File: config.mk
export PLATFORM = sky130hd
export DESIGN_NAME = llc_req_sched
export DESIGN_NICKNAME = d
export VERILOG_FILES = /design/src/rtl/llc_req_sched.sv
export SDC_FILE = /design/constraint.sdc
export NUM_CORES = 1
export LEC_CHECK = 0
export BUFFER_PORTS_ARGS = -buffer_cell sky130_fd_sc_hd__clkbuf_2
export CORE_MARGIN = 1
export CORE_UTILIZATION = 35
export CTS_CLUSTER_SIZE = 40
export DETAILED_ROUTE_END_ITERATION = 8
export PLACE_DENSITY_LB_ADDON = 0.25
export SLEW_MARGIN = 30
export SYNTH_ARGS = -nofsm -noshare
export SYNTH_HDL_FRONTEND = slang
export SYNTH_SLANG_ARGS = --single-unit
File: constraint.sdc
create_clock -name clk -period 4 [get_ports clk]
set_clock_uncertainty 0.2 [all_clocks]
set_input_delay 0.6 -clock clk [delete_from_list [all_inputs] [get_ports clk]]
set_output_delay 0.6 -clock clk [all_outputs]
set_load 0.01 [all_outputs]
File: src/rtl/llc_req_sched.sv
// Multi-channel LLC front-end scheduler: per-channel request FIFOs, in-flight set blocking,
// priority-mask plus round-robin grant. Optional stall counters under LLC_SCHED_STATS_EN.
module llc_req_sched #(
    parameter int unsigned          NUM_CH       = 4,
    parameter int unsigned          ADDR_W       = 26,
    parameter int unsigned          SET_LSB      = 0,
    parameter int unsigned          SET_W        = 9,
    parameter int unsigned          FIFO_DEPTH   = 2,
    parameter int unsigned          MAX_INFLIGHT = 4,
    parameter logic [NUM_CH-1:0]    PRIO_MASK    = {{(NUM_CH-1){1'b0}}, 1'b1}
) (
    input  logic                            clk,
    input  logic                            rst,
    input  logic [NUM_CH-1:0]               req_valid,
    output logic [NUM_CH-1:0]               req_ready,
    input  logic [NUM_CH*ADDR_W-1:0]        req_addr,
    output logic                            out_valid,
    input  logic                            out_ready,
    output logic [ADDR_W-1:0]               out_addr,
    output logic [$clog2(NUM_CH)-1:0]       out_ch,
    output logic [$clog2(MAX_INFLIGHT)-1:0] out_slot,
    input  logic                            done_valid,
    input  logic [$clog2(MAX_INFLIGHT)-1:0] done_slot
`ifdef LLC_SCHED_STATS_EN
    ,
    input  logic                            stats_clr,
    output logic [NUM_CH*16-1:0]            stall_cnt
`endif
);

    localparam int unsigned CH_W   = $clog2(NUM_CH);
    localparam int unsigned SLOT_W = $clog2(MAX_INFLIGHT);
    localparam int unsigned PTR_W  = $clog2(FIFO_DEPTH);
    localparam int unsigned CNT_W  = PTR_W + 1;

    typedef enum logic [0:0] {StIdle, StGrant} state_e;

    state_e                  state_q;
    logic [CH_W-1:0]         rr_ptr_q;

    logic [ADDR_W-1:0]       fifo_mem_q [NUM_CH][FIFO_DEPTH];
    logic [PTR_W-1:0]        wr_ptr_q   [NUM_CH];
    logic [PTR_W-1:0]        rd_ptr_q   [NUM_CH];
    logic [CNT_W-1:0]        cnt_q      [NUM_CH];

    logic [MAX_INFLIGHT-1:0] tbl_valid_q;
    logic [SET_W-1:0]        tbl_set_q  [MAX_INFLIGHT];

    logic [ADDR_W-1:0]       head_addr  [NUM_CH];
    logic [SET_W-1:0]        head_set   [NUM_CH];
    logic [NUM_CH-1:0]       nonempty;
    logic [NUM_CH-1:0]       conflict;
    logic [NUM_CH-1:0]       elig;
    logic [NUM_CH-1:0]       push;
    logic [NUM_CH-1:0]       pop;
    logic                    tbl_full;
    logic [SLOT_W-1:0]       free_slot;
    logic [CH_W-1:0]         win_ch;
    logic                    accept;

    assign accept   = (state_q == StGrant) && out_ready;
    assign tbl_full = &tbl_valid_q;

    // Ready is taken from the registered count only; a same-cycle pop does not free a slot.
    always_comb begin
        for (int i = 0; i < NUM_CH; i++) begin
            req_ready[i] = (cnt_q[i] != CNT_W'(FIFO_DEPTH));
            push[i]      = req_valid[i] && req_ready[i];
            pop[i]       = accept && (out_ch == CH_W'(i));
        end
    end

    always_ff @(posedge clk or posedge rst) begin
        if (rst) begin
            for (int i = 0; i < NUM_CH; i++) begin
                wr_ptr_q[i] <= '0;
                rd_ptr_q[i] <= '0;
                cnt_q[i]    <= '0;
            end
        end else begin
            for (int i = 0; i < NUM_CH; i++) begin
                if (push[i]) wr_ptr_q[i] <= wr_ptr_q[i] + 1'b1;
                if (pop[i])  rd_ptr_q[i] <= rd_ptr_q[i] + 1'b1;
                if (push[i] && !pop[i])      cnt_q[i] <= cnt_q[i] + 1'b1;
                else if (!push[i] && pop[i]) cnt_q[i] <= cnt_q[i] - 1'b1;
            end
        end
    end

    always_ff @(posedge clk) begin
        for (int i = 0; i < NUM_CH; i++) begin
            if (push[i]) fifo_mem_q[i][wr_ptr_q[i]] <= req_addr[i*ADDR_W +: ADDR_W];
        end
    end

    // In-flight table: done and an accept on a different slot may land on the same edge.
    always_ff @(posedge clk or posedge rst) begin
        if (rst) begin
            tbl_valid_q <= '0;
        end else begin
            if (done_valid) tbl_valid_q[done_slot] <= 1'b0;
            if (accept)     tbl_valid_q[out_slot]  <= 1'b1;
        end
    end

    always_ff @(posedge clk) begin
        if (accept) tbl_set_q[out_slot] <= out_addr[SET_LSB +: SET_W];
    end

    // The latched grant counts as an in-flight set for every other channel.
    always_comb begin
        for (int i = 0; i < NUM_CH; i++) begin
            head_addr[i] = fifo_mem_q[i][rd_ptr_q[i]];
            head_set[i]  = head_addr[i][SET_LSB +: SET_W];
            nonempty[i]  = (cnt_q[i] != '0);
            conflict[i]  = (state_q == StGrant) && (out_ch != CH_W'(i)) &&
                           (out_addr[SET_LSB +: SET_W] == head_set[i]);
            for (int j = 0; j < MAX_INFLIGHT; j++) begin
                if (tbl_valid_q[j] && (tbl_set_q[j] == head_set[i])) conflict[i] = 1'b1;
            end
            elig[i] = nonempty[i] && !conflict[i] && !tbl_full;
        end
    end

    always_comb begin
        logic found;
        found     = 1'b0;
        free_slot = '0;
        for (int j = 0; j < MAX_INFLIGHT; j++) begin
            if (!found && !tbl_valid_q[j]) begin
                free_slot = SLOT_W'(j);
                found     = 1'b1;
            end
        end
    end

    always_comb begin
        logic        found;
        int unsigned idx;
        found  = 1'b0;
        idx    = 0;
        win_ch = '0;
        for (int unsigned i = 0; i < NUM_CH; i++) begin
            if (!found && elig[i] && PRIO_MASK[i]) begin
                win_ch = CH_W'(i);
                found  = 1'b1;
            end
        end
        for (int unsigned k = 0; k < NUM_CH; k++) begin
            idx = (32'(rr_ptr_q) + k) % NUM_CH;
            if (!found && elig[idx]) begin
                win_ch = CH_W'(idx);
                found  = 1'b1;
            end
        end
    end

    always_ff @(posedge clk or posedge rst) begin
        if (rst) begin
            state_q   <= StIdle;
            rr_ptr_q  <= '0;
            out_valid <= 1'b0;
            out_addr  <= '0;
            out_ch    <= '0;
            out_slot  <= '0;
        end else begin
            case (state_q)
                StIdle: begin
                    if (|elig) begin
                        out_valid <= 1'b1;
                        out_addr  <= head_addr[win_ch];
                        out_ch    <= win_ch;
                        out_slot  <= free_slot;
                        state_q   <= StGrant;
                    end
                end
                StGrant: begin
                    if (out_ready) begin
                        out_valid <= 1'b0;
                        state_q   <= StIdle;
                        if (!PRIO_MASK[out_ch]) begin
                            rr_ptr_q <= (out_ch == CH_W'(NUM_CH - 1)) ? '0 : out_ch + 1'b1;
                        end
                    end
                end
                default: state_q <= StIdle;
            endcase
        end
    end

`ifdef LLC_SCHED_STATS_EN
    logic [15:0] stall_q [NUM_CH];

    // Clear wins over increment; counters stick at all-ones.
    always_ff @(posedge clk or posedge rst) begin
        if (rst) begin
            for (int i = 0; i < NUM_CH; i++) stall_q[i] <= '0;
        end else begin
            for (int i = 0; i < NUM_CH; i++) begin
                if (stats_clr) begin
                    stall_q[i] <= '0;
                end else if (nonempty[i] && conflict[i] && (stall_q[i] != 16'hFFFF)) begin
                    stall_q[i] <= stall_q[i] + 16'd1;
                end
            end
        end
    end

    always_comb begin
        for (int i = 0; i < NUM_CH; i++) stall_cnt[i*16 +: 16] = stall_q[i];
    end
`endif

endmodule

After elaboration in Yosys (flattened, before gate mapping)
Memories as Yosys holds them, arrays and structs flattened. Index checks and enable logic that the tools add are counted. Widths: inputs -> output; s select.

Output and inout bits: 35. Bits of input ports: 114. Bits in writable memories: 244. Memories: 2. Bits in registers: 54. Logic and storage cells: 302.

Memory list: fifo_mem_q (depth 4, bits a word 52, read ports 4, clocked after Yosys merged registers in 0, write ports 4, RTL line 41) `logic [ADDR_W-1:0] fifo_mem_q [NUM_CH][FIFO_DEPTH];`; tbl_set_q (depth 4, bits a word 9, read ports 4, clocked after Yosys merged registers in 0, write ports 1, RTL line 47) `logic [SET_W-1:0] tbl_set_q [MAX_INFLIGHT];`.

Order comparisons: 22. $add $sub $neg: 20. Mux-type cells: 94. Eq/ne operators: 32. Bitwise operators: 14. Reductions and logical operators: 99.

Operators by type and width (number): $mux 26 (18); $mux 52 (4); $eq 9x9->1 (20); $demux 26 s1 (4); $logic_and 1x1->1 (62); $bmux 26 s2 (1); $mux 1 (41); $mux 2 (15); $logic_not 1->1 (22); $lt 2x3->1 const B (7); $reduce_bool 2->1 (9); $ge 2x2->1 const B (8); $ne 2x2->1 const B (8); $not 1->2 (8); $add 2x1->2 const B (6); $bmux 1 s2 (5); $add 1x1->1 const B (8); $lt 2x1->1 const B (4); $mux 4 (2); $sub 2x1->2 const B (4); $add 2x2->2 const B (2); $and 4x4->4 (1); $demux 1 s2 (2); $eq 2x2->1 const B (2); 14 further kinds (18).

Depth between registers and ports, before layout
Gate-level depths: netlist of run 1.

Depth in word-level cells: 30. Depth in mapped cells: 14. Depth with buffers taken out: 10.

Worst setup path before layout of run 1
Ideal clock, no wire load.

Kind: register -> register. From: reg rd_ptr_q[3] (netlist bit). To: reg out_addr[0]. Data arrival time: 2860 ps. Required time: 3668 ps. Buffers on the path: 4. Stages on the path, launching flop included: 15. Period minus slack after synthesis: 3192 ps. Path slack: 808 ps. Library setup time: 132 ps. Cell sequence: dfrtp_1 buf_4 buf_4 mux2i_2 xnor2_1 nor4_1 nand4_1 o21ai_1 nor3_1 nor4_1 or2_1 buf_2 buf_4 a22oi_1 o21ai_1.

Cells in the longest elaborated chain, start to end: 30. Elaborated cells on any way between the ends: 51. Classes of those cells: 5 x eq/ne; 26 x mux; 2 x bitwise; 18 x reduce/logical.

RTL lines: from (decl) (RTL line 43) `logic [PTR_W-1:0] rd_ptr_q [NUM_CH];`; from (signal, indexed assignment) (RTL line 83) `if (pop[i]) rd_ptr_q[i] <= rd_ptr_q[i] + 1'b1;`; $not 1->2 (implied by the code) * (RTL line 113) `head_addr[i] = fifo_mem_q[i][rd_ptr_q[i]];`; $mux 26 (implied by the code) * (3 in series) (RTL line 113); $eq 9x9->1, on equally long branches (RTL line 117, 119); $logic_and 1x1->1, on equally long branches (RTL line 116, 119); $mux 1 (4 in series) (RTL line 119) `if (tbl_valid_q[j] && (tbl_set_q[j] == head_set[i])) conflict[i] = 1'b1;`; $logic_not 1->1 (RTL line 121) `elig[i] = nonempty[i] && !conflict[i] && !tbl_full;`; $logic_and 1x1->1 (2 in series) (RTL line 121); $bmux 1 s2 / $mux 1 (equally long branches) (RTL line 151, 144); [7 not listed]; $logic_and 1x1->1 (RTL line 151) `if (!found && elig[idx]) begin`; $mux 1 (RTL line 151); $logic_not 1->1 (RTL line 151); $logic_and 1x1->1 (RTL line 151); $mux 2 (RTL line 151); $not 2->3 (implied by the code) (RTL line 171) `out_addr <= head_addr[win_ch];`; $bmux 26 s2 (RTL line 171); $mux 26 (implied by the code) (2 in series) (RTL line 171); to (signal assigned) (RTL line 171); to (decl) (RTL line 19) `output logic [ADDR_W-1:0] out_addr,`.

Mark *: on every way between the ends. The rest lies on a longest branch, timed or not. The select of a mux whose other input is x is not followed. A chain may end at the register's enable or synchronous reset.

Worst setup path in the final report of run 1
From: reg rd_ptr_q[1] (netlist bit). To: reg out_addr[4].

Cells in the longest elaborated chain, start to end: 30. Elaborated cells on any way between the ends: 49. Classes of those cells: 5 x eq/ne; 25 x mux; 2 x bitwise; 17 x reduce/logical.

RTL lines (RTL line): $not 1->2 (implied by the code) * (113); $mux 26 (implied by the code) * (3 in series) (113); $eq 9x9->1, on equally long branches (117, 119); $logic_and 1x1->1, on equally long branches (116, 119); $mux 1 (4 in series) (119); $logic_not 1->1 (121); $logic_and 1x1->1 (2 in series) (121); $bmux 1 s2 (151); [7 not listed]; $logic_and 1x1->1 (151); $mux 1 (151); $logic_not 1->1 (151); $logic_and 1x1->1 (151); $mux 2 (151); $not 2->3 (implied by the code) (171); $bmux 26 s2 (171); $mux 26 (implied by the code) (2 in series) (171).

Marked as above.

==> reports/summary.txt, run 1 <==
Synth Register Bits -> 298
Final TNS setup -> 0 ns
Die height -> 202 um
Grt met3 use -> 4.85%
WL/cell -> 22.8 um
CP Data Required Time -> 4.24 ns
Mean post-synth cell area -> 14.3 um^2
Layout net count -> 1285
First-iteration detailed-routing DRC count -> 630
Part of the power in registers -> 38.1%
Critical path class -> reg -> reg
Internal power -> 8.52 mW
Worst-path clk slew -> 0.06 ns
Area of the mapped netlist -> 14000 um^2
First-pass GRT wire length -> 57.8 mm
Setup violations, final -> 0
Largest net degree at the start of global routing -> 42
Design Area, Final -> 16800 um^2
Top_reg_cell synth -> edfxtp_1
# Post-CTS Setup Buffers -> 0
Switch Pwr -> 4.81 mW
Total routing usage reported by global routing -> 19.3%
Pre-Repair DR Iteration Count -> 5
Die width -> 202 um
Asr flop ratio synth -> 18.1%
Final hold violation count -> 0
Startpoint Class -> flop
Commonest non-fill, non-tap cell in the layout -> edfxtp_1
Synth area leaders -> edfxtp_1 (52%), dfrtp_1 (9.7%), xnor2_1 (9.0%)
H-tree depth -> 2
P_leak -> 6.06 nW
Inserted Clock Buffers -> 35
Slew Viols, Final -> 0
Worst-Skew Late Latency -> 0.52 ns
Min-Delay Path Class -> in -> reg
Clock tree buffer depth -> 3
Minimum clock period after layout -> 3.78 ns
Share of layout cells above drive strength 1 -> 29.0%
RSZ-0062 raised after global routing -> false
Vias in the first global route -> 8898
Core Area -> 39000 um^2
Status -> finished, final reports clean
Max-cap violation count -> 0
Final core occ -> 43.0%
Syn nets -> 1099
CP Max Fanout -> 41
CTS tree -> yes
GRT Residual Overflow -> 0
Register area share after synthesis -> 62.1%
Min Hold Slack -> 0.0699 ns
Fmax -> 264 MHz
Initial core utilization -> 35.9%
Antenna violations before repair -> 3
Slew HR -> 39.6%
Vias per cell -> 5.06
CP arrival -> 4.03 ns
Total number of vias -> 8631
# IOs -> 149
Num Clock Sinks -> 298
Routability Congestion -> 0.924
Top Usage Layer GRT -> met2
Final wirelength -> 38.9 mm
Worst-Margin Slew -> 0.903 ns
Area after DPL -> 15600 um^2
# diodes -> 0
Synth-to-Final Area Change -> 19.9%
Die area -> 40800 um^2
Cells after Synth -> 977
Comb pwr share -> 37.8%
DRC -> 0
Port bufs -> 148
Num rows -> 72
Pwr dens -> 796 nW/um^2
Post-synth EDFFs -> 244
Root Buffer -> clkbuf_16
Setup crit end kind -> flop
YS warnings -> 0
Most frequent cells in the layout -> edfxtp_1 (244), clkbuf_2 (148), xnor2_1 (143), xor2_1 (57), nand2_1 (56)
Met1 Track Usage GR -> 23.8%
Distinct cells, synth -> 46
Clock Power Share -> 24.0%
M2 GR Usage -> 33.1%
VDD IR max -> 0.372 mV
Cell taking the most area after synthesis -> edfxtp_1
Post-route ant nets -> 0
Final period util -> 94.6%
Synth top area share -> 52.4%
Switching Fraction -> 36.1%
Detailed placement HPWL -> 28.4 mm
[power groups by stage]
| stage | Combinational, mW | Clock, mW | Sequential (mW) |
|---|---|---|---|
| 6_report | 5.04 | 3.21 | 5.09 |
| 5_1_grt | 5.46 | 3.41 | 5.17 |
| 4_1_cts | 5.12 | 3.29 | 5.09 |
| 3_5_place_dp | 5.10 | 0 | 5.14 |
| 3_3_place_gp | 5.08 | 0 | 5.13 |
| 2_1_floorplan | 3.54 | 0 | 4.80 |
[synthesized netlist by cell type (2+ instances only)]
library cell  count
a21o_1            4
a21oi_1          19
a22oi_1           9
a41oi_1           3
and2_1            4
and3_1            6
buf_1            20
buf_2            12
buf_4             7
buf_6             5
clkbuf_1         16
dfrtp_1          54
edfxtp_1        244
ha_1              8
inv_1            12
mux2_1            4
mux2_2           40
mux2i_1          43
mux2i_2          20
mux2i_4          16
nand2_1          56
nand2b_1          5
nand3_1          10
nand4_1          16
nor2_1           32
nor3_1            6
nor4_1           32
o211ai_1         36
o21ai_0           9
o21ai_1          14
or3_1             2
xnor2_1         143
xor2_1           57
[area by class of cell]
class / count / area, um^2
inverters: 12 / 45.0
clock inverters: 16 / 184
well taps: 518 / 648
clock buffers: 46 / 970
repair buffers: 209 / 1260
fillers: 3580 / 22200
multi-input cells: 607 / 4970
flip-flops and latches: 298 / 8680
[state kept, by name, indices dropped and copies added, names as in the netlist]
register	cells
out_valid	1
rd_ptr_q	4
state_q	1
out_slot	2
wr_ptr_q	4
cnt_q	8
fifo_mem_q	208
out_ch	2
tbl_valid_q	4
rr_ptr_q	2
out_addr	26
tbl_set_q	36
[repair_timing]
| action | CTS | global route |
|---|---|---|
| hold endpoints to repair | 18 | 0 |
| setup endpoints to repair | 0 | 0 |
| resized for setup | 0 | 0 |
| hold buffers | 1 | 0 |
[worst max-delay path, cell delays in order (launching register included)]
cell	delay, ns
dfrtp_2	0.56
buf_12	0.19
mux2i_4	0.48
xnor2_1	0.12
nor4_1	0.40
nand4_1	0.23
nand4_1	0.17
nor3_1	0.10
a221oi_4	0.44
buf_12	0.28
mux2_2	0.39
o21ai_1	0.13
[cell families (layout without fill, tap and decap cells)]
group	after synthesis	in the layout	synth area share, %
compound gates	101	101	4.89
xor+xnor	200	200	12.5
fa+ha+maj	8	8	0.716
buf+inv	72	283	2.50
flops	298	298	62.1
mux	123	123	11.2
simple gates	175	175	6.16
[through the flow]
step / std cells / worst slack (ns) / power, mW
2_1_floorplan: 977 / 0.808 / 8.34
3_3_place_gp: 1643 / 0.203 / 10.2
6_report: 1706 / 0.216 / 13.3
3_5_place_dp: 1643 / 0.196 / 10.2
5_1_grt: 1706 / 0.0459 / 14.0
4_1_cts: 1706 / 0.183 / 13.5
[path summary, 6_finish.rpt]
check                                  start           endpoint  slack, ns  cells after the start
worst max-delay path             rd_ptr_q[1]        out_addr[4]       0.22                     11
worst min-delay path            req_addr[99]  fifo_mem_q[3][47]       0.07                      1
worst max register to register   rd_ptr_q[1]        out_addr[4]       0.22                     11
worst min register to register      cnt_q[5]           cnt_q[5]       0.29                      1
max in group asynchronous                rst        rd_ptr_q[3]       2.27                      4
min in group asynchronous                rst        wr_ptr_q[0]       0.45                      3
[metal layers]
metal  vias up  routed length (um)
li1       3958                   -
met1      4239               15700
met2       331               19100
met3        99                2890
met4         4                1250
met5         -                  31
Note: power is estimated with default switching activity, not from simulation.
==> inputs of run 2 (changes only) <==
--- a/config.mk
+++ b/config.mk
@@ -5,7 +5,11 @@
 export SDC_FILE = /design/constraint.sdc
 export NUM_CORES = 1
 export LEC_CHECK = 0
+export ABC_AREA = 1
 export BUFFER_PORTS_ARGS = -buffer_cell sky130_fd_sc_hd__clkbuf_2
+export CELL_PAD_IN_SITES_DETAIL_PLACEMENT = 1
+export CELL_PAD_IN_SITES_GLOBAL_PLACEMENT = 2
+export CORE_ASPECT_RATIO = 1.2
 export CORE_MARGIN = 1
 export CORE_UTILIZATION = 35
 export CTS_CLUSTER_SIZE = 40
==> reports/summary.txt, run 2 <==
Critical path class -> reg -> reg (unchanged)
Worst-Margin Slew -> 0.686 ns (was 0.903 ns)
Final wirelength -> 63.7 mm (was 38.9 mm)
Top post-synthesis cells by count -> nand2_1 (745), edfxtp_1 (244), nand3_1 (194), nor2_1 (155), inv_1 (131) (was edfxtp_1 (244), xnor2_1 (143), xor2_1 (57), nand2_1 (56), dfrtp_1 (54))
Min Hold Slack -> 0.0421 ns (was 0.0699 ns)
Hold Path Origin -> req_addr[65] (was req_addr[99])
WL/cell -> 24.6 um (was 22.8 um)
Setup violations, final -> 0 (unchanged)
Initial core utilization -> 35.4% (was 35.9%)
Part of the power in registers -> 30.0% (was 38.1%)
Share of layout cells above drive strength 1 -> 16.7% (was 29.0%)
Synth top area share -> 47.2% (was 52.4%)
Pre-Repair DR Iteration Count -> 5 (unchanged)
Die height -> 233 um (was 202 um)
R2r setup slk -> 0.18 ns (was 0.22 ns)
Seq. cell area -> 8680 um^2 (about the same)
Top_reg_cell synth -> edfxtp_1 (unchanged)
Minimum clock period after layout -> 3.82 ns (was 3.78 ns)
Area of the mapped netlist -> 15500 um^2 (was 14000 um^2)
Worst-Skew Late Latency -> 0.55 ns (was 0.52 ns)
Synth-to-Final Area Change -> 19.3% (was 19.9%)
Final hold violation count -> 0 (unchanged)
Post-synth EDFFs -> 244 (unchanged)
Max-cap violation count -> 0 (unchanged)
R2R depth -> 24 (was 11)
Slew HR -> 54.2% (was 39.6%)
Clock tree buffer depth -> 3 (unchanged)
Synth area leaders -> edfxtp_1 (47%), nand2_1 (18%), dfrtp_1 (8.7%) (was edfxtp_1 (52%), dfrtp_1 (9.7%), xnor2_1 (9.0%))
Cells on Worst Hold Path -> 1 (unchanged)
CTS tree -> yes (unchanged)
Fillers -> 5199 (was 3580)
Worst-path clk slew -> 0.06 ns (about the same)
H-tree depth -> 2 (unchanged)
Post-route ant nets -> 0 (unchanged)
First-iteration detailed-routing DRC count -> 579 (was 630)
DP Worst Slack -> 0.196 ns (about the same)
CP arrival -> 4.05 ns (was 4.03 ns)
RR Startpoint -> rd_ptr_q[2] (was rd_ptr_q[1])
Top-count cell post-synth -> nand2_1 (was edfxtp_1)
Core Area -> 43800 um^2 (was 39000 um^2)
Cells after Synth -> 1789 (was 977)
Final period util -> 95.5% (was 94.6%)
Register area share after synthesis -> 55.9% (was 62.1%)
Total routing usage reported by global routing -> 28.7% (was 19.3%)
Synth Register Bits -> 298 (unchanged)
VDD IR max -> 0.451 mV (was 0.372 mV)
Clock Power Share -> 19.8% (was 24.0%)
Asr flop ratio synth -> 18.1% (unchanged)
RSZ-0062 raised after global routing -> false (unchanged)
Mean post-synth cell area -> 8.67 um^2 (was 14.3 um^2)
Port bufs -> 148 (unchanged)
Die area -> 45200 um^2 (was 40800 um^2)
Root Buffer -> clkbuf_16 (unchanged)
Setup crit end kind -> flop (unchanged)
CP Max Fanout -> 12 (was 41)
Die width -> 194 um (was 202 um)
YS warnings -> 0 (unchanged)
Max reg flops -> 208 (unchanged)
P_leak -> 8.71 nW (was 6.06 nW)
Status -> finished, final reports clean (unchanged)
Pwr dens -> 882 nW/um^2 (was 796 nW/um^2)
Layout net count -> 2127 (was 1285)
Total number of vias -> 13200 (was 8631)
Final core occ -> 42.2% (was 43.0%)
Startpoint Class -> flop (unchanged)
Detailed placement HPWL -> 50.6 mm (was 28.4 mm)
Largest net degree at the start of global routing -> 34 (was 42)
Switch Pwr -> 7.54 mW (was 4.81 mW)
Syn nets -> 1911 (was 1099)
# IOs -> 149 (unchanged)
Worst hold endpoint -> fifo_mem_q[2][39] (was fifo_mem_q[3][47])
Routability Congestion -> 0.984 (was 0.924)
First-pass GRT wire length -> 92.7 mm (was 57.8 mm)
Min setup slack post-route -> 0.182 ns (was 0.216 ns)
Commonest non-fill, non-tap cell in the layout -> nand2_1 (was edfxtp_1)
Slew Viols, Final -> 0 (unchanged)
GRT Residual Overflow -> 0 (unchanged)
Min-Delay Path Class -> in -> reg (unchanged)
CP Data Required Time -> 4.23 ns (was 4.24 ns)
Antenna violations before repair -> 0 (was 3)
DRC -> 0 (unchanged)
Design Area, Final -> 18500 um^2 (was 16800 um^2)
Internal power -> 8.78 mW (was 8.52 mW)
Distinct cells, synth -> 34 (was 46)
Switching Fraction -> 46.2% (was 36.1%)
Multi-input logic area -> 6030 um^2 (was 4970 um^2)
Fmax -> 262 MHz (was 264 MHz)
Comb pwr share -> 50.2% (was 37.8%)
Vias in the first global route -> 14000 (was 8898)
Num Clock Sinks -> 298 (unchanged)
Area after DPL -> 17300 um^2 (was 15600 um^2)
R2R Path End -> out_addr[17] (was out_addr[4])
Most frequent cells in the layout -> nand2_1 (735), edfxtp_1 (244), nand3_1 (193), clkbuf_2 (148), nor2_1 (145) (was edfxtp_1 (244), clkbuf_2 (148), xnor2_1 (143), xor2_1 (57), nand2_1 (56))
Inserted Clock Buffers -> 34 (was 35)
Cell taking the most area after synthesis -> edfxtp_1 (unchanged)
Num rows -> 84 (was 72)
Vias per cell -> 5.08 (was 5.06)
Final TNS setup -> 0 ns (unchanged)
## run 2: kinds of logic (layout without fill, tap and decap cells)
| logic type | count (synthesis) | count (layout) | share of synthesized area [%] |
|---|---|---|---|
| AND/OR/NAND/NOR | 1134 | 1134 | 29.8 |
| AO/OA/AOI/OAI | 66 | 66 | 2.18 |
| multiplexers | 68 | 68 | 4.39 |
| XOR/XNOR | 26 | 26 | 1.47 |
| buffers and inverters | 189 | 431 | 5.56 |
| other | 0 | 1 | 0 |
| flip-flops | 298 | 298 | 55.9 |
| adder cells (fa/ha/maj) | 8 | 8 | 0.645 |
## run 2: metal layers
layer / routed length, um / GRT usage [%] / vias up
met2: 33100 / 53.4 / 308
met1: 24900 / 32.0 / 6474
li1: - / - / 6267
met4: 3810 / 16.1 / 0
met5: 0 / 0 / -
met3: 1770 / 3.06 / 124
## run 2: layout make-up
class	count	share of cell area (%)
sequential	298	46.9
multi-input combinational	1302	32.6
timing repair buffer	229	7.66
clock buffer	46	5.23
tap	559	3.78
inverter	140	2.89
clock inverter	16	0.967
antenna	1	0.0135
## run 2: how the worst max path moves through the flow
| stage | from | end | slack, ns | cells past startpoint |
|---|---|---|---|---|
| 2_1_floorplan | rd_ptr_q[3] | out_addr[22] | 1.21 | 23 |
| 3_3_place_gp | rd_ptr_q[0] | out_addr[17] | 0.22 | 24 |
| 3_5_place_dp | rd_ptr_q[0] | out_addr[17] | 0.20 | 24 |
| 4_1_cts | rd_ptr_q[0] | out_addr[17] | 0.17 | 24 |
| 5_1_grt | rd_ptr_q[1] | out_addr[22] | 0.009 | 24 |
| 6_report | rd_ptr_q[2] | out_addr[17] | 0.18 | 24 |
## run 2: power groups by stage
| stage | combinational, mW | sequential (mW) | clock, mW |
|---|---|---|---|
| 4_1_cts | 8.24 | 4.90 | 3.28 |
| 3_5_place_dp | 8.20 | 4.95 | 0 |
| 5_1_grt | 9.02 | 4.98 | 3.38 |
| 6_report | 8.19 | 4.90 | 3.22 |
| 3_3_place_gp | 8.09 | 4.92 | 0 |
| 2_1_floorplan | 4.88 | 4.84 | 0 |
## run 2: per-stage QoR
step	power, mW	cells
2_1_floorplan	9.72	1789
3_3_place_gp	13.0	2527
3_5_place_dp	13.1	2527
4_1_cts	16.4	2590
5_1_grt	17.4	2590
6_report	16.3	2591
## run 2: worst max-delay path, cell delays in order, from the launching register on
cell,delay [ns]
dfrtp_1,0.46
buf_4,0.21
nand2_1,0.08
nand2_1,0.22
buf_4,0.23
nand2_1,0.08
nand2_1,0.07
nor2_1,0.12
nand3_1,0.15
nor2_1,0.12
nor2_1,0.07
nand3_2,0.12
nand2_1,0.10
nand3_1,0.12
nand2_1,0.11
nor2_2,0.13
nand3_1,0.10
nand3_2,0.10
buf_4,0.22
buf_4,0.21
nand3_1,0.10
nand3_1,0.15
nand2_1,0.07
nand2_1,0.07
nand2_1,0.05
## run 2: timing repair
action | 4_1_cts | 5_1_grt
buffers inserted | 0 | 0
resized for setup | 0 | 15
endpoints found under the setup margin | 0 | 23
endpoints found under the hold margin | 21 | 0
hold buffers | 1 | 0
==> inputs of run 3 (changes only) <==
--- a/config.mk
+++ b/config.mk
@@ -7,7 +7,7 @@
 export LEC_CHECK = 0
 export ABC_AREA = 1
 export BUFFER_PORTS_ARGS = -buffer_cell sky130_fd_sc_hd__clkbuf_2
-export CELL_PAD_IN_SITES_DETAIL_PLACEMENT = 1
+export CELL_PAD_IN_SITES_DETAIL_PLACEMENT = 0
 export CELL_PAD_IN_SITES_GLOBAL_PLACEMENT = 2
 export CORE_ASPECT_RATIO = 1.2
 export CORE_MARGIN = 1
==> reports/summary.txt, run 3 (same netlist as run 2, synthesis figures left out) <==
Worst-Skew Late Latency -> 0.58 ns (was 0.55 ns)
Worst-path clk slew -> 0.08 ns (was 0.06 ns)
Minimum clock period after layout -> 3.74 ns (was 3.82 ns)
Port bufs -> 148 (unchanged)
RSZ-0062 raised after global routing -> false (unchanged)
Final period util -> 93.5% (was 95.5%)
Core Area -> 43800 um^2 (unchanged)
Share of layout cells above drive strength 1 -> 16.6% (was 16.7%)
DP Worst Slack -> 0.229 ns (was 0.196 ns)
Clock tree buffer depth -> 3 (unchanged)
CP Max Fanout -> 12 (unchanged)
Min-Delay Path Class -> in -> reg (unchanged)
RR Startpoint -> rd_ptr_q[2] (unchanged)
Top Layer Used -> met4 (unchanged)
Setup crit end kind -> flop (unchanged)
Die area -> 45200 um^2 (unchanged)
First-iteration detailed-routing DRC count -> 857 (was 579)
Detailed placement HPWL -> 47.9 mm (was 50.6 mm)
Largest net degree at the start of global routing -> 34 (unchanged)
Critical path, cell by cell -> buf_4 > o21ai_0 > buf_4 > nand2_1 > nand2_1 > nor2_1 > nand3_1 > nor2_1 > nor2_1 > nand3_2 > nand2_1 > nand3_1 > nand2_1 > inv_2 > nor2_1 > nor2_1 > nand2_1 > buf_4 > buf_4 > nand3_1 > nand3_1 > nand2_1 > nand2_1 > nand2_1 (was buf_4 > nand2_1 > nand2_1 > buf_4 > nand2_1 > nand2_1 > nor2_1 > nand3_1 > nor2_1 > nor2_1 > nand3_2 > nand2_1 > nand3_1 > nand2_1 > nor2_2 > nand3_1 > nand3_2 > buf_4 > buf_4 > nand3_1 > nand3_1 > nand2_1 > nand2_1 > nand2_1)
Fmax -> 267 MHz (was 262 MHz)
Root Buffer -> clkbuf_16 (unchanged)
R2r setup slk -> 0.26 ns (was 0.18 ns)
Antenna violations before repair -> 0 (unchanged)
Max-cap violation count -> 0 (unchanged)
VDD IR max -> 0.421 mV (was 0.451 mV)
Inserted Clock Buffers -> 31 (was 34)
Total number of vias -> 13000 (was 13200)
Tot Pwr -> 16.2 mW (was 16.3 mW)
Routability Congestion -> 0.984 (unchanged)
Final TNS setup -> 0 ns (unchanged)
P_leak -> 8.83 nW (was 8.71 nW)
Die width -> 194 um (unchanged)
Num Clock Sinks -> 298 (unchanged)
Final hold violation count -> 0 (unchanged)
Slowest cell on crit path -> dfrtp_1 (unchanged)
Die height -> 233 um (unchanged)
Startpoint Class -> flop (unchanged)
# diodes -> 0 (was 1)
Worst-Margin Slew -> 0.665 ns (was 0.686 ns)
Status -> finished, final reports clean (unchanged)
Setup violations, final -> 0 (unchanged)
Routed met2 length -> 31.5 mm (was 33.1 mm)
Finished Layout Cells -> 2621 (was 2591)
Total routing usage reported by global routing -> 27.1% (was 28.7%)
CP peak stage delay -> 0.47 ns (was 0.46 ns)
WL met1 -> 23.8 mm (was 24.9 mm)
Min setup slack post-route -> 0.260 ns (was 0.182 ns)
First-pass GRT wire length -> 87.3 mm (was 92.7 mm)
Placed cell count -> 2527 (unchanged)
CP arrival -> 4.01 ns (was 4.05 ns)
Max reg flops -> 208 (unchanged)
Most frequent CP cell -> nand2_1 (unchanged)
Pre-Repair DR Iteration Count -> 5 (unchanged)
Commonest non-fill, non-tap cell in the layout -> nand2_1 (unchanged)
H-tree depth -> 1 (was 2)
Vias per cell -> 4.95 (was 5.08)
R2R Path End -> out_addr[7] (was out_addr[17])
Post-route ant nets -> 0 (unchanged)
DRC -> 0 (unchanged)
Final wirelength -> 60.6 mm (was 63.7 mm)
Num rows -> 84 (unchanged)
CTS tree -> yes (unchanged)
Metal3 WL -> 2.27 mm (was 1.77 mm)
Hold Path Origin -> req_addr[77] (was req_addr[65])
Pwr dens -> 859 nW/um^2 (was 882 nW/um^2)
Synth-to-Final Area Change -> 21.4% (was 19.3%)
# Post-CTS Setup Buffers -> 0 (unchanged)
Slew HR -> 55.6% (was 54.2%)
Critical path class -> reg -> reg (unchanged)
R2R depth -> 24 (unchanged)
WL/cell -> 23.1 um (was 24.6 um)
GRT Residual Overflow -> 0 (unchanged)
Slew Viols, Final -> 0 (unchanged)
Initial core utilization -> 35.4% (unchanged)
Most frequent cells in the layout -> nand2_1 (735), edfxtp_1 (244), nand3_1 (193), clkbuf_2 (148), nor2_1 (145) (unchanged)
CP Data Required Time -> 4.27 ns (was 4.23 ns)
Layout net count -> 2160 (was 2127)
Cells on Worst Hold Path -> 1 (unchanged)
Vias in the first global route -> 12900 (was 14000)
Worst hold endpoint -> fifo_mem_q[2][51] (was fifo_mem_q[2][39])
# IOs -> 149 (unchanged)
[run 3: how the worst max path moves through the flow]
| stage | from | end | slack [ns] | depth (start not counted) |
|---|---|---|---|---|
| detailed placement | rd_ptr_q[0] | out_addr[17] | 0.23 | 24 |
| CTS | rd_ptr_q[2] | out_addr[17] | 0.19 | 24 |
| global route | rd_ptr_q[3] | out_addr[19] | 0.004 | 23 |
| floorplan | rd_ptr_q[3] | out_addr[22] | 1.21 | 23 |
| global placement | rd_ptr_q[0] | out_addr[17] | 0.22 | 24 |
| finish | rd_ptr_q[2] | out_addr[7] | 0.26 | 24 |
[run 3: layer usage]
metal | vias up | GRT usage, %
met1 | 6174 | 31.4
met3 | 96 | 2.28
met5 | - | 0
met2 | 377 | 50.5
met4 | 0 | 12.7
li1 | 6334 | -
[run 3: critical path: cells and delay by family, from the launching register on]
family	cells	cell delay (ns)
simple gates	18	1.90
compound gates	1	0.28
flops	1	0.47
buf+inv	5	0.78
[run 3: repair_timing]
| action | 4_1_cts | 5_1_grt |
|---|---|---|
| hold endpoints to repair | 89 | 0 |
| gates resized for setup | 0 | 14 |
| hold buffers | 37 | 0 |
| endpoints found under the setup margin | 0 | 18 |
[run 3: stage by stage]
step,utilization (%),area [um^2],hold slack (ns)
3_3_place_gp,39.5,17300,0.266
2_1_floorplan,-,15500,0.262
3_5_place_dp,39.5,17300,0.269
6_report,43.0,18800,0.0174
4_1_cts,42.9,18800,0.000428
5_1_grt,43.0,18800,0.00420
[run 3: power breakdown]
group / internal (mW) / total (mW) / switching (mW)
sequential: 4.34 / 4.87 / 0.525
clock: 1.89 / 3.19 / 1.31
combinational: 2.55 / 8.12 / 5.57
[run 3: area by class of cell]
cell class                 count  area [um^2]
tap                          559          699
clock buffer                  31          776
timing repair buffer         265         1780
fill                        4363        25000
clock inverter                26          348
sequential                   298         8680
multi-input combinational   1302         6030
inverter                     140          532
